[config.mk]
export PLATFORM = sky130hd
export DESIGN_NAME = m2p_gray_counter_ifc
export DESIGN_NICKNAME = d
export VERILOG_FILES = /design/src/rtl/m2p_gray_counter_ifc.sv
export SDC_FILE = /design/constraint.sdc
export NUM_CORES = 1
export LEC_CHECK = 0
export CAP_MARGIN = 20
export CORE_AREA = 2 2 125 127
export CTS_BUF_LIST = sky130_fd_sc_hd__clkbuf_4
export CTS_CLUSTER_SIZE = 16
export DETAILED_ROUTE_END_ITERATION = 8
export DIE_AREA = 0 0 127 129
export PLACE_DENSITY_LB_ADDON = 0.2
export SKIP_CTS_REPAIR_TIMING = 1
export SLEW_MARGIN = 0
export SYNTH_ARGS = -nofsm -noshare
export SYNTH_HDL_FRONTEND = slang
export SYNTH_SLANG_ARGS = --single-unit
export TNS_END_PERCENT = 10
[constraint.sdc]
create_clock -name CLK -period 2.3 [get_ports CLK]
set_clock_uncertainty 0.15 [all_clocks]
set_input_delay 0.69 -clock CLK [delete_from_list [all_inputs] [get_ports CLK]]
set_output_delay 0.69 -clock CLK [all_outputs]
set_load 0.05 [all_outputs]
[src/rtl/m2p_gray_counter_ifc.sv]
// Method-to-pipe marshaller for GrayCounterIfc: serializes action calls into tagged
// pipe messages and serves readGray/readBin from a cache refreshed over a return pipe.
module m2p_gray_counter_ifc #(
   parameter int width  = 4,
   parameter int TAG_W  = 16,
   parameter int DATA_W = 128,
   parameter int DEPTH  = 2
) (
   input  logic                    CLK,
   input  logic                    RST,
   input  logic                    increment__ENA,
   output logic                    increment__RDY,
   input  logic                    decrement__ENA,
   output logic                    decrement__RDY,
   input  logic                    writeGray__ENA,
   input  logic [width-1:0]        writeGray_v,
   output logic                    writeGray__RDY,
   input  logic                    writeBin__ENA,
   input  logic [width-1:0]        writeBin_v,
   output logic                    writeBin__RDY,
   output logic [width-1:0]        readGray,
   output logic                    readGray__RDY,
   output logic [width-1:0]        readBin,
   output logic                    readBin__RDY,
   output logic                    pipe_enq__ENA,
   output logic [TAG_W+DATA_W-1:0] pipe_enq_v,
   input  logic                    pipe_enq__RDY,
   input  logic                    returnInd_enq__ENA,
   input  logic [TAG_W+DATA_W-1:0] returnInd_enq_v,
   output logic                    returnInd_enq__RDY
);
   localparam int MSG_W = TAG_W + DATA_W;
   localparam int CNT_W = $clog2(DEPTH + 1);
   localparam int PTR_W = (DEPTH > 1) ? $clog2(DEPTH) : 1;

   localparam logic [CNT_W-1:0] FULL_CNT = CNT_W'(DEPTH);
   localparam logic [TAG_W-1:0] TAG_INC   = TAG_W'(0);
   localparam logic [TAG_W-1:0] TAG_DEC   = TAG_W'(1);
   localparam logic [TAG_W-1:0] TAG_RGRAY = TAG_W'(2);
   localparam logic [TAG_W-1:0] TAG_WGRAY = TAG_W'(3);
   localparam logic [TAG_W-1:0] TAG_RBIN  = TAG_W'(4);
   localparam logic [TAG_W-1:0] TAG_WBIN  = TAG_W'(5);
   localparam logic [DATA_W-1:0] ZERO_PL  = '0;

   typedef enum logic [1:0] {S_IDLE, S_REQ_GRAY, S_REQ_BIN, S_WAIT} state_t;

   state_t             r_state;
   logic [CNT_W-1:0]   r_count;
   logic [PTR_W-1:0]   r_head;
   logic [PTR_W-1:0]   r_tail;
   logic [MSG_W-1:0]   r_mem [DEPTH];
   logic [width-1:0]   r_grayCache;
   logic [width-1:0]   r_binCache;
   logic               r_grayValid;
   logic               r_binValid;
   logic               r_gotGray;
   logic               r_gotBin;

   logic               w_canPush;
   logic               w_pop;
   logic               w_actRdy;
   logic               w_fire;
   logic               w_push;
   logic [MSG_W-1:0]   w_actMsg;
   logic [MSG_W-1:0]   w_pushMsg;
   logic [TAG_W-1:0]   w_respTag;
   logic               w_respGray;
   logic               w_respBin;
   logic               w_unusedRespBits;

   function automatic logic [PTR_W-1:0] nextPtr(input logic [PTR_W-1:0] p);
      return (p == PTR_W'(DEPTH - 1)) ? '0 : p + 1'b1;
   endfunction

   // Push eligibility uses the count before this cycle's pop, so a full FIFO never bypasses.
   assign w_canPush = (r_count < FULL_CNT);
   assign w_pop     = (r_count != '0) && pipe_enq__RDY;
   assign w_actRdy  = (r_state == S_IDLE) && w_canPush;
   assign w_fire    = w_actRdy &&
                      (increment__ENA || decrement__ENA || writeGray__ENA || writeBin__ENA);

   assign w_respTag        = returnInd_enq_v[MSG_W-1:DATA_W];
   assign w_respGray       = returnInd_enq__ENA && (w_respTag == TAG_RGRAY);
   assign w_respBin        = returnInd_enq__ENA && (w_respTag == TAG_RBIN);
   assign w_unusedRespBits = ^returnInd_enq_v[DATA_W-1:width];

   always_comb begin
      w_actMsg = '0;
      if (increment__ENA)
         w_actMsg = {TAG_INC, ZERO_PL};
      else if (decrement__ENA)
         w_actMsg = {TAG_DEC, ZERO_PL};
      else if (writeGray__ENA)
         w_actMsg = {TAG_WGRAY, DATA_W'(writeGray_v)};
      else if (writeBin__ENA)
         w_actMsg = {TAG_WBIN, DATA_W'(writeBin_v)};
   end

   always_comb begin
      w_push    = 1'b0;
      w_pushMsg = '0;
      case (r_state)
         S_IDLE: begin
            w_push    = w_fire;
            w_pushMsg = w_actMsg;
         end
         S_REQ_GRAY: begin
            w_push    = w_canPush;
            w_pushMsg = {TAG_RGRAY, ZERO_PL};
         end
         S_REQ_BIN: begin
            w_push    = w_canPush;
            w_pushMsg = {TAG_RBIN, ZERO_PL};
         end
         default: begin
            w_push    = 1'b0;
            w_pushMsg = '0;
         end
      endcase
   end

   always_ff @(posedge CLK) begin
      if (RST) begin
         r_count <= '0;
         r_head  <= '0;
         r_tail  <= '0;
      end else begin
         if (w_push) begin
            r_mem[r_tail] <= w_pushMsg;
            r_tail        <= nextPtr(r_tail);
         end
         if (w_pop)
            r_head <= nextPtr(r_head);
         if (w_push && !w_pop)
            r_count <= r_count + 1'b1;
         else if (!w_push && w_pop)
            r_count <= r_count - 1'b1;
      end
   end

   // Later assignments override the response updates: an accepted action's invalidation wins.
   always_ff @(posedge CLK) begin
      if (RST) begin
         r_state     <= S_REQ_GRAY;
         r_grayCache <= '0;
         r_binCache  <= '0;
         r_grayValid <= 1'b0;
         r_binValid  <= 1'b0;
         r_gotGray   <= 1'b0;
         r_gotBin    <= 1'b0;
      end else begin
         if (w_respGray) begin
            r_grayCache <= returnInd_enq_v[width-1:0];
            r_grayValid <= 1'b1;
            r_gotGray   <= 1'b1;
         end
         if (w_respBin) begin
            r_binCache <= returnInd_enq_v[width-1:0];
            r_binValid <= 1'b1;
            r_gotBin   <= 1'b1;
         end
         case (r_state)
            S_IDLE: begin
               if (w_fire) begin
                  r_state     <= S_REQ_GRAY;
                  r_grayValid <= 1'b0;
                  r_binValid  <= 1'b0;
                  r_gotGray   <= 1'b0;
                  r_gotBin    <= 1'b0;
               end
            end
            S_REQ_GRAY: if (w_canPush) r_state <= S_REQ_BIN;
            S_REQ_BIN:  if (w_canPush) r_state <= S_WAIT;
            S_WAIT: begin
               if (r_gotGray && r_gotBin) begin
                  r_state   <= S_IDLE;
                  r_gotGray <= 1'b0;
                  r_gotBin  <= 1'b0;
               end
            end
            default: r_state <= S_IDLE;
         endcase
      end
   end

   assign increment__RDY     = w_actRdy && !RST;
   assign decrement__RDY     = w_actRdy && !RST;
   assign writeGray__RDY     = w_actRdy && !RST;
   assign writeBin__RDY      = w_actRdy && !RST;
   assign pipe_enq__ENA      = (r_count != '0) && !RST;
   assign pipe_enq_v         = RST ? '0 : r_mem[r_head];
   assign readGray           = RST ? '0 : r_grayCache;
   assign readGray__RDY      = r_grayValid && !RST;
   assign readBin            = RST ? '0 : r_binCache;
   assign readBin__RDY       = r_binValid && !RST;
   assign returnInd_enq__RDY = 1'b1;

endmodule

### After elaboration in Yosys (flattened, before gate mapping)

Memories as Yosys holds them, arrays and structs flattened. A register that Yosys moved wholly into a read port is not among the register bits.
Index checks and enable logic that the tools add are counted.
Widths: inputs -> output; s select.

* bits in writable memories: 288
* output and inout port bits: 160
* register bits after elaboration: 18
* memories: 1

Memory list
* r_mem: depth 2, width 144, rd ports 1, clocked after Yosys merged registers in 1, write ports 1, RTL line 51 `logic [MSG_W-1:0] r_mem [DEPTH];`

* equal/unequal tests: 9
* reduce and logical (&&, ||, !) cells: 23
* mux-type cells: 37
* magnitude comparators: 1
* add/sub/neg operators: 4

Operators by type and width (number)
* $pmux 144 s3: 1
* $mux 131: 3
* $mux 144: 2
* $mux 1: 19
* $eq 16x2->1 const B: 1
* $eq 16x3->1 const B: 1
* $logic_and 1x1->1: 12
* $mux 2: 6
* $mux 4: 2
* $ne 2x2->1 const B: 4
* $pmux 2 s4: 1
* $pmux 1 s2: 3
* $eq 2x2->1 const B: 2
* $reduce_and 4->1: 1
* $reduce_bool 2->1: 2
* $logic_not 1->1: 3
* $logic_or 1x1->1: 3
* $add 1x1->1 const B: 2
* $add 2x1->2 const B: 1
* $eq 2x1->1 const B: 1
* $logic_not 2->1: 1
* $lt 2x2->1 const B: 1
* $reduce_or 2->1: 1
* $sub 2x1->2 const B: 1

### Logic depth before layout (Yosys ltp)

Gate-level depths: netlist (run 1).

* depth in word-level cells: 9
* depth in mapped cells: 9
* gate-level depth less buffers: 9

### Least setup slack after synthesis (run 1)

Ideal clock, no wire load.

* kind: input to output
* start point: input port RST
* end point: output port increment__RDY
* data required time: 1.460 ns
* setup slack: -1.138 ns
* cell stages on the path: 3
* arrival: 2.598 ns
* path through: clkbuf_1 nor3b_1 buf_4

* cells in the longest elaborated chain, start to end: 2

RTL lines
* start: declaration: RTL line 10 `input logic RST,`
* $logic_not 1->1
* $logic_and 1x1->1
* end: declaration: RTL line 12 `output logic increment__RDY,`

Every way passes these cells.

### Worst setup path in the final report (run 1)

* start point: register r_state[0]
* end point: output port writeBin__RDY

* cells in the longest elaborated chain, start to end: 3

RTL lines
* start: declaration: RTL line 47 `state_t r_state;`
* start signal: assignment: RTL line 144 `r_state <= S_REQ_GRAY;`
* start signal: assignment: RTL line 165 `r_state <= S_REQ_GRAY;`
* start signal: assignment: RTL line 172 `S_REQ_GRAY: if (w_canPush) r_state <= S_REQ_BIN;`
* $logic_not 2->1: RTL line 78 `assign w_actRdy = (r_state == S_IDLE) && w_canPush;`
* $logic_and 1x1->1: RTL line 78
* $logic_and 1x1->1: RTL line 189 `assign writeBin__RDY = w_actRdy && !RST;`
* end: declaration: RTL line 20 `output logic writeBin__RDY,`

Every way passes these cells.

==> results of run 1 <==
## metal layers
| metal | GRT usage | share of wire | routed length (um) |
|---|---|---|---|
| met5 | 0 | 0 | 0 |
| met3 | 0.02204 | 0.11 | 579 |
| met4 | 0.01164 | 0.0051 | 27 |
| met2 | 0.09994 | 0.49 | 2602 |
| met1 | 0.06795 | 0.39 | 2079 |
## cell families after synthesis
logic type,Yosys count,share of synthesized area
adders and majority gates,7,0.03199
AOI/OAI and AO/OA,21,0.06033
xor gates and xnor gates,4,0.01280
and+or+nand+nor,57,0.1312
DFF,33,0.2925
other,2,0.002743
buffers and inverters,158,0.4100
muxes,16,0.05850
## worst max-delay path, stage by stage, from the launching register on
cell	delay, ns
dfxtp_1	0.32
inv_1	0.08
ha_2	0.21
buf_4	0.14
nor3b_4	0.21
buf_12	0.15
buf_12	0.13
## path summary, 6_finish.rpt
kind	end	slack, ns	start
min	r_binValid$_SDFF_PP0_	0.32	r_binValid$_SDFF_PP0_
max	writeBin__RDY	-0.12	r_state[0]$_SDFFE_PP1P_
max reg2reg	r_count[1]$_SDFFE_PP0P_	0.13	r_state[0]$_SDFFE_PP1P_
min reg2reg	r_binValid$_SDFF_PP0_	0.32	r_binValid$_SDFF_PP0_
## cells in the mapped netlist, types with 5 or more instances
cell type and n:
nor2_1 21, nand2b_1 13, edfxtp_1 14, ha_1 7
buf_4 141, mux2i_1 16, clkbuf_1 5, inv_1 12
dfxtp_1 19
## area by class of cell
class | count | area [um2]
Clock buffer | 6 | 45.04
Clock inverter | 2 | 33.78
Fill cell | 1620 | 11260
Tap cell | 188 | 235.2
Multi-Input combinational cell | 243 | 1425
Inverter | 12 | 50.05
Sequential cell | 33 | 802.0
Timing Repair Buffer | 93 | 1122
Antenna cell | 1 | 2.502
## power by group
part | internal, mW | switching, mW
Clock | 0.238 | 0.199
Combinational | 0.736 | 1.15
Sequential | 0.736 | 0.0640
## sequential cells by signal (all words and copies together) (netlist names), named ones only
register and cells:
r_head 1, r_state 2, r_count 2, r_binValid 1, r_gotBin 1, r_mem 14, r_grayValid 1, r_gotGray 1
r_grayCache 4, r_tail 1, r_binCache 4
## metrics by stage
step                TNS (ns)  cell area [um2]
global placement      -22.10             3493
detailed placement    -17.41             3508
global route          -1.114             3716
finish               -0.4629             3716
CTS                   -9.143             3587
floorplan             -2.306             3312
==> results.py, run 1 <==
metrics = {
    "clocking": {
        "cts_buffers": 5,
        "cts-root-buf": "clkbuf_4",
        "htree_levels": 2,
        "tritoncts": "built",
        "cts_max_path_buffers": 2,
        "clock_sinks": 33,
        "clk_latency_ns": 0.33,
        "clkTransAtPathRegs_ns": 0.10,
    },
    "logic_synthesis": {
        "synth_cells": 298,
        "synth_top_area_share": 0.3867,
        "yosys_most_used_dff": "dfxtp_1",
        "synth_area_leader_cell": "buf_4",
        "async_reset_ff_frac": 0,
        "ys_warn_count": 0,
        "synth_edf_count": 14,
        "synth_area_leaders": "buf_4 39%, edfxtp_1 15%, dfxtp_1 14%",
        "ys_ff_latch": 33,
        "syn_area_mm2": 0.002738,
        "synth.distinct_cells": 34,
        "avgSynthCellArea_um2": 9.187,
        "ys_seq_area_frac": 0.2925,
    },
    "worst_setup_path": {
        "arrival_ns": 1.58,
        "worstPathRequired_ns": 1.46,
        "worstSetupPathType": "register to output port",
        "critPathLaunchType": "register",
        "crit_fanout": 4,
        "worstRegToRegCells": 10,
        "endpoint_kind": "output port",
    },
    "floorplan": {
        "die_area_mm2": 0.01638,
        "start_util": 0.1828,
        "ios": 320,
        "dieHeight_um": 129,
        "coreArea_mm2": 0.01498,
        "rows": 45,
        "die_w_um": 127,
    },
    "layout": {
        "syn2layout_area_growth_pct": 35.74,
        "drive_gt1_frac": 0.2699,
        "layout_common_cells": "138 x conb_1, 32 x buf_4, 30 x clkdlybuf4s50_1",
        "final_util": 0.2481,
        "layout_commonest_cell": "conb_1",
        "fin_cells": 578,
        "nets": 555,
    },
    "grt": {
        "grt_antenna_before_repair": 1,
        "grt_max_degree": 15,
        "grt_pass1_wl_mm": 7.369,
        "track_usage": 0.05748,
        "grt_pass1_vias": 1521,
        "overflow": 0,
    },
    "detailed_routing": {
        "via_per_inst": 3.114,
        "firstDrtPassIters": 4,
        "wirelength_mm": 5.288,
        "ant_nets": 0,
        "routedWlPerCell_um": 9.149,
        "via_count": 1800,
        "route.detailed.drc": 0,
        "drt-initial-drc-count": 28,
    },
    "sta": {
        "finalSetupViolCount": 4,
        "drv_slew": 0,
        "final-hold-violation-count": 0,
        "finalWorstSetupSlack_ns": -0.1161,
        "period_minus_slack_ns": 2.416,
        "rsz0062_at_grt": "yes",
        "fmax_ghz": 0.4139,
        "hold_slack_ns": 0.3198,
        "period_share": 1.050,
    },
    "pwr": {
        "total_power_mw": 3.121,
        "ir_drop_v": 0.0002382,
        "p_per_area_mw_per_mm2": 839.8,
        "p_leak_nw": 1.730,
    },
    "status": {
        "violations": "setup timing",
        "run_status": "complete, but fails checks",
    },
    "job": {
        "maxCapViolCount": 0,
    },
    "placement": {
        "hpwl_mm": 4.341,
        "gp_congestion": 0.6864,
        "port_buffers": 57,
        "placedCellCount": 567,
        "dpl_worst_slack_ns": -0.7054,
    },
    "worst_hold_path": {
        "hp-class": "register to register",
        "hold_depth": 1,
    },
}
Power figures use the tool's default switching activity.
==> run 2: changes to the inputs <==
--- a/config.mk
+++ b/config.mk
@@ -12,6 +12,7 @@
 export DETAILED_ROUTE_END_ITERATION = 8
 export DIE_AREA = 0 0 127 129
 export PLACE_DENSITY_LB_ADDON = 0.2
+export RECOVER_POWER = 100
 export SKIP_CTS_REPAIR_TIMING = 1
 export SLEW_MARGIN = 0
 export SYNTH_ARGS = -nofsm -noshare
==> run 2 against run 1 <==
  * The flow still finishes with violations (setup timing)
  * First-iteration DRC count rose by 7.1%
  * Worst setup slack got worse by 0.0035 ns
  * Count of clock-buffer cells in the layout did not move
  * Core utilization fell by 0.90 points
  * Global-route usage did not move
  * Hold slack got worse by 0.0024 ns
  * Wire length rose by 0.83%
  * Critical path depth did not move
  * Sequential share of layout area rose by 0.81 points
  * Sequential power barely moved
  * Largest cell class unchanged
  * Highest routed layer unchanged
==> results.py, run 2 (same netlist as run 1, synthesis figures left out) <==
metrics = {
    "worst_setup_path": {
        "cp_common_cell": "buf_12",
        "worstPathRequired_ns": 1.46,
        "crit_chain": "inv_1 > ha_2 > buf_4 > nor3b_4 > buf_12 > buf_12",
        "reg2reg_slack_ns": -0.02,
        "worstSetupPathType": "register to output port",
        "endpoint_kind": "output port",
        "critPathLaunchType": "register",
        "crit_family": "buffers and inverters",
        "r2r_end": "r_mem[1][129]$_DFFE_PP_",
        "slowest_delay_ns": 0.32,
        "critPathSlowestCell": "dfxtp_1",
        "worstRegToRegCells": 8,
        "arrival_ns": 1.58,
        "crit_fanout": 4,
        "critPathBufInv": 4,
        "r2r_start": "r_state[1]$_SDFFE_PP0P_",
    },
    "worst_hold_path": {
        "worstHoldEndpoint": "r_binValid$_SDFF_PP0_",
        "hp-class": "register to register",
        "hold_depth": 1,
        "hp-start": "r_binValid$_SDFF_PP0_",
    },
    "clocking": {
        "tritoncts": "built",
        "cts_buffers": 5,
        "clkTransAtPathRegs_ns": 0.10,
        "clk_latency_ns": 0.33,
        "cts-root-buf": "clkbuf_4",
        "clock_sinks": 33,
        "htree_levels": 2,
        "cts_max_path_buffers": 2,
    },
    "floorplan": {
        "rows": 45,
        "ios": 320,
        "die_w_um": 127,
        "dieHeight_um": 129,
        "coreArea_mm2": 0.01498,
        "die_area_mm2": 0.01638,
        "start_util": 0.1828,
    },
    "detailed_routing": {
        "drt-initial-drc-count": 30,
        "route.detailed.drc": 0,
        "via_per_inst": 3.116,
        "wirelength_mm": 5.332,
        "routedWlPerCell_um": 9.225,
        "via_count": 1801,
        "firstDrtPassIters": 4,
        "ant_nets": 0,
    },
    "grt": {
        "grt_max_degree": 15,
        "grt.busiest_layer": "met2",
        "grt_pass1_wl_mm": 7.369,
        "track_usage": 0.05748,
        "grt_antenna_before_repair": 1,
        "grtUsageMet3": 0.02204,
        "use_met1": 0.06795,
        "overflow": 0,
        "grt_pass1_vias": 1521,
        "use_met2": 0.09994,
    },
    "sta": {
        "fmax_ghz": 0.4133,
        "finalSetupViolCount": 10,
        "finalWorstSetupSlack_ns": -0.1197,
        "rsz0062_at_grt": "yes",
        "final-hold-violation-count": 0,
        "drv_slew": 0,
        "period_minus_slack_ns": 2.420,
        "period_share": 1.052,
    },
    "pwr": {
        "p_seq_frac": 0.262,
        "ir_drop_v": 0.0002379,
        "switchingPower_mw": 1.397,
        "power.share.clock": 0.144,
        "p_leak_nw": 1.671,
        "p_int_mw": 1.651,
        "netSwitchingFraction": 0.4583,
        "p_per_area_mw_per_mm2": 851.1,
        "comb_power_share": 0.594,
    },
    "placement": {
        "place_area_mm2": 0.003508,
        "hpwl_mm": 4.341,
        "port_buffers": 57,
        "gp_congestion": 0.6864,
        "dpl_worst_slack_ns": -0.7054,
    },
    "status": {
        "violations": "setup timing",
        "run_status": "complete, but fails checks",
    },
    "layout": {
        "syn2layout_area_growth_pct": 30.80,
        "largest_reg_flops": 14,
        "stdcell_area_mm2": 0.003581,
        "nets": 555,
        "layout_common_cells": "138 x conb_1, 29 x clkdlybuf4s50_1, 27 x buf_4",
        "reg_top3": "r_mem x14, r_binCache x4, r_grayCache x4",
        "drive_gt1_frac": 0.2416,
        "layout_commonest_cell": "conb_1",
        "regMostFlops": "r_mem",
        "fillerInstances": 1632,
    },
    "job": {
        "maxCapViolCount": 0,
    },
}
[run 2: final cells by class]
type                       count  area (um2)  area share
tap                          188       235.2     0.06569
sequential                    33       802.0      0.2240
timing repair buffer          93        1040      0.2904
multi-input combinational    243        1373      0.3833
inverter                      12       50.05     0.01398
antenna                        1       2.502   0.0006988
clock buffer                   6       45.04     0.01258
clock inverter                 2       33.78    0.009434
[run 2: power by group through the flow]
stage	Combinational, mW	Clock (mW)	Sequential [mW]
final	1.81	0.438	0.799
after global routing	1.94	0.496	0.811
after CTS	1.84	0.463	0.799
after detailed placement	1.83	0	0.813
after global placement	1.81	0	0.812
after floorplan	1.40	0	0.791
[run 2: worst max path at each step]
stage                                        from  cells after the start                      end
final                     r_state[0]$_SDFFE_PP1P_                      6            writeBin__RDY
after global routing      r_state[0]$_SDFFE_PP1P_                      6            writeBin__RDY
after CTS                                     RST                      6              readGray[3]
after detailed placement            writeBin__ENA                      8  r_count[1]$_SDFFE_PP0P_
after global placement              writeBin__ENA                      4  r_mem[1][130]$_DFFE_PP_
after floorplan                               RST                      3           increment__RDY
[run 2: per-layer routing]
| metal | part of all wire | up-vias |
|---|---|---|
| met5 | 0 | - |
| met4 | 0.0051 | 0 |
| met3 | 0.11 | 5 |
| met2 | 0.49 | 124 |
| met1 | 0.40 | 800 |
| li1 | - | 872 |
[run 2: metrics by stage]
stage / TNS (ns) / hold slack, ns / std cells / util / total power [mW]
4_1_cts: -9.143 / 0.3269 / 575 / 0.2395 / 3.099
6_report: -0.6211 / 0.3173 / 578 / 0.2391 / 3.048
5_1_grt: -2.530 / 0.3538 / 578 / 0.2391 / 3.252
3_5_place_dp: -17.41 / 0.3030 / 567 / 0.2343 / 2.644
2_1_floorplan: -2.306 / 0.2830 / 434 / - / 2.194
3_3_place_gp: -22.10 / 0.2961 / 565 / 0.2333 / 2.622
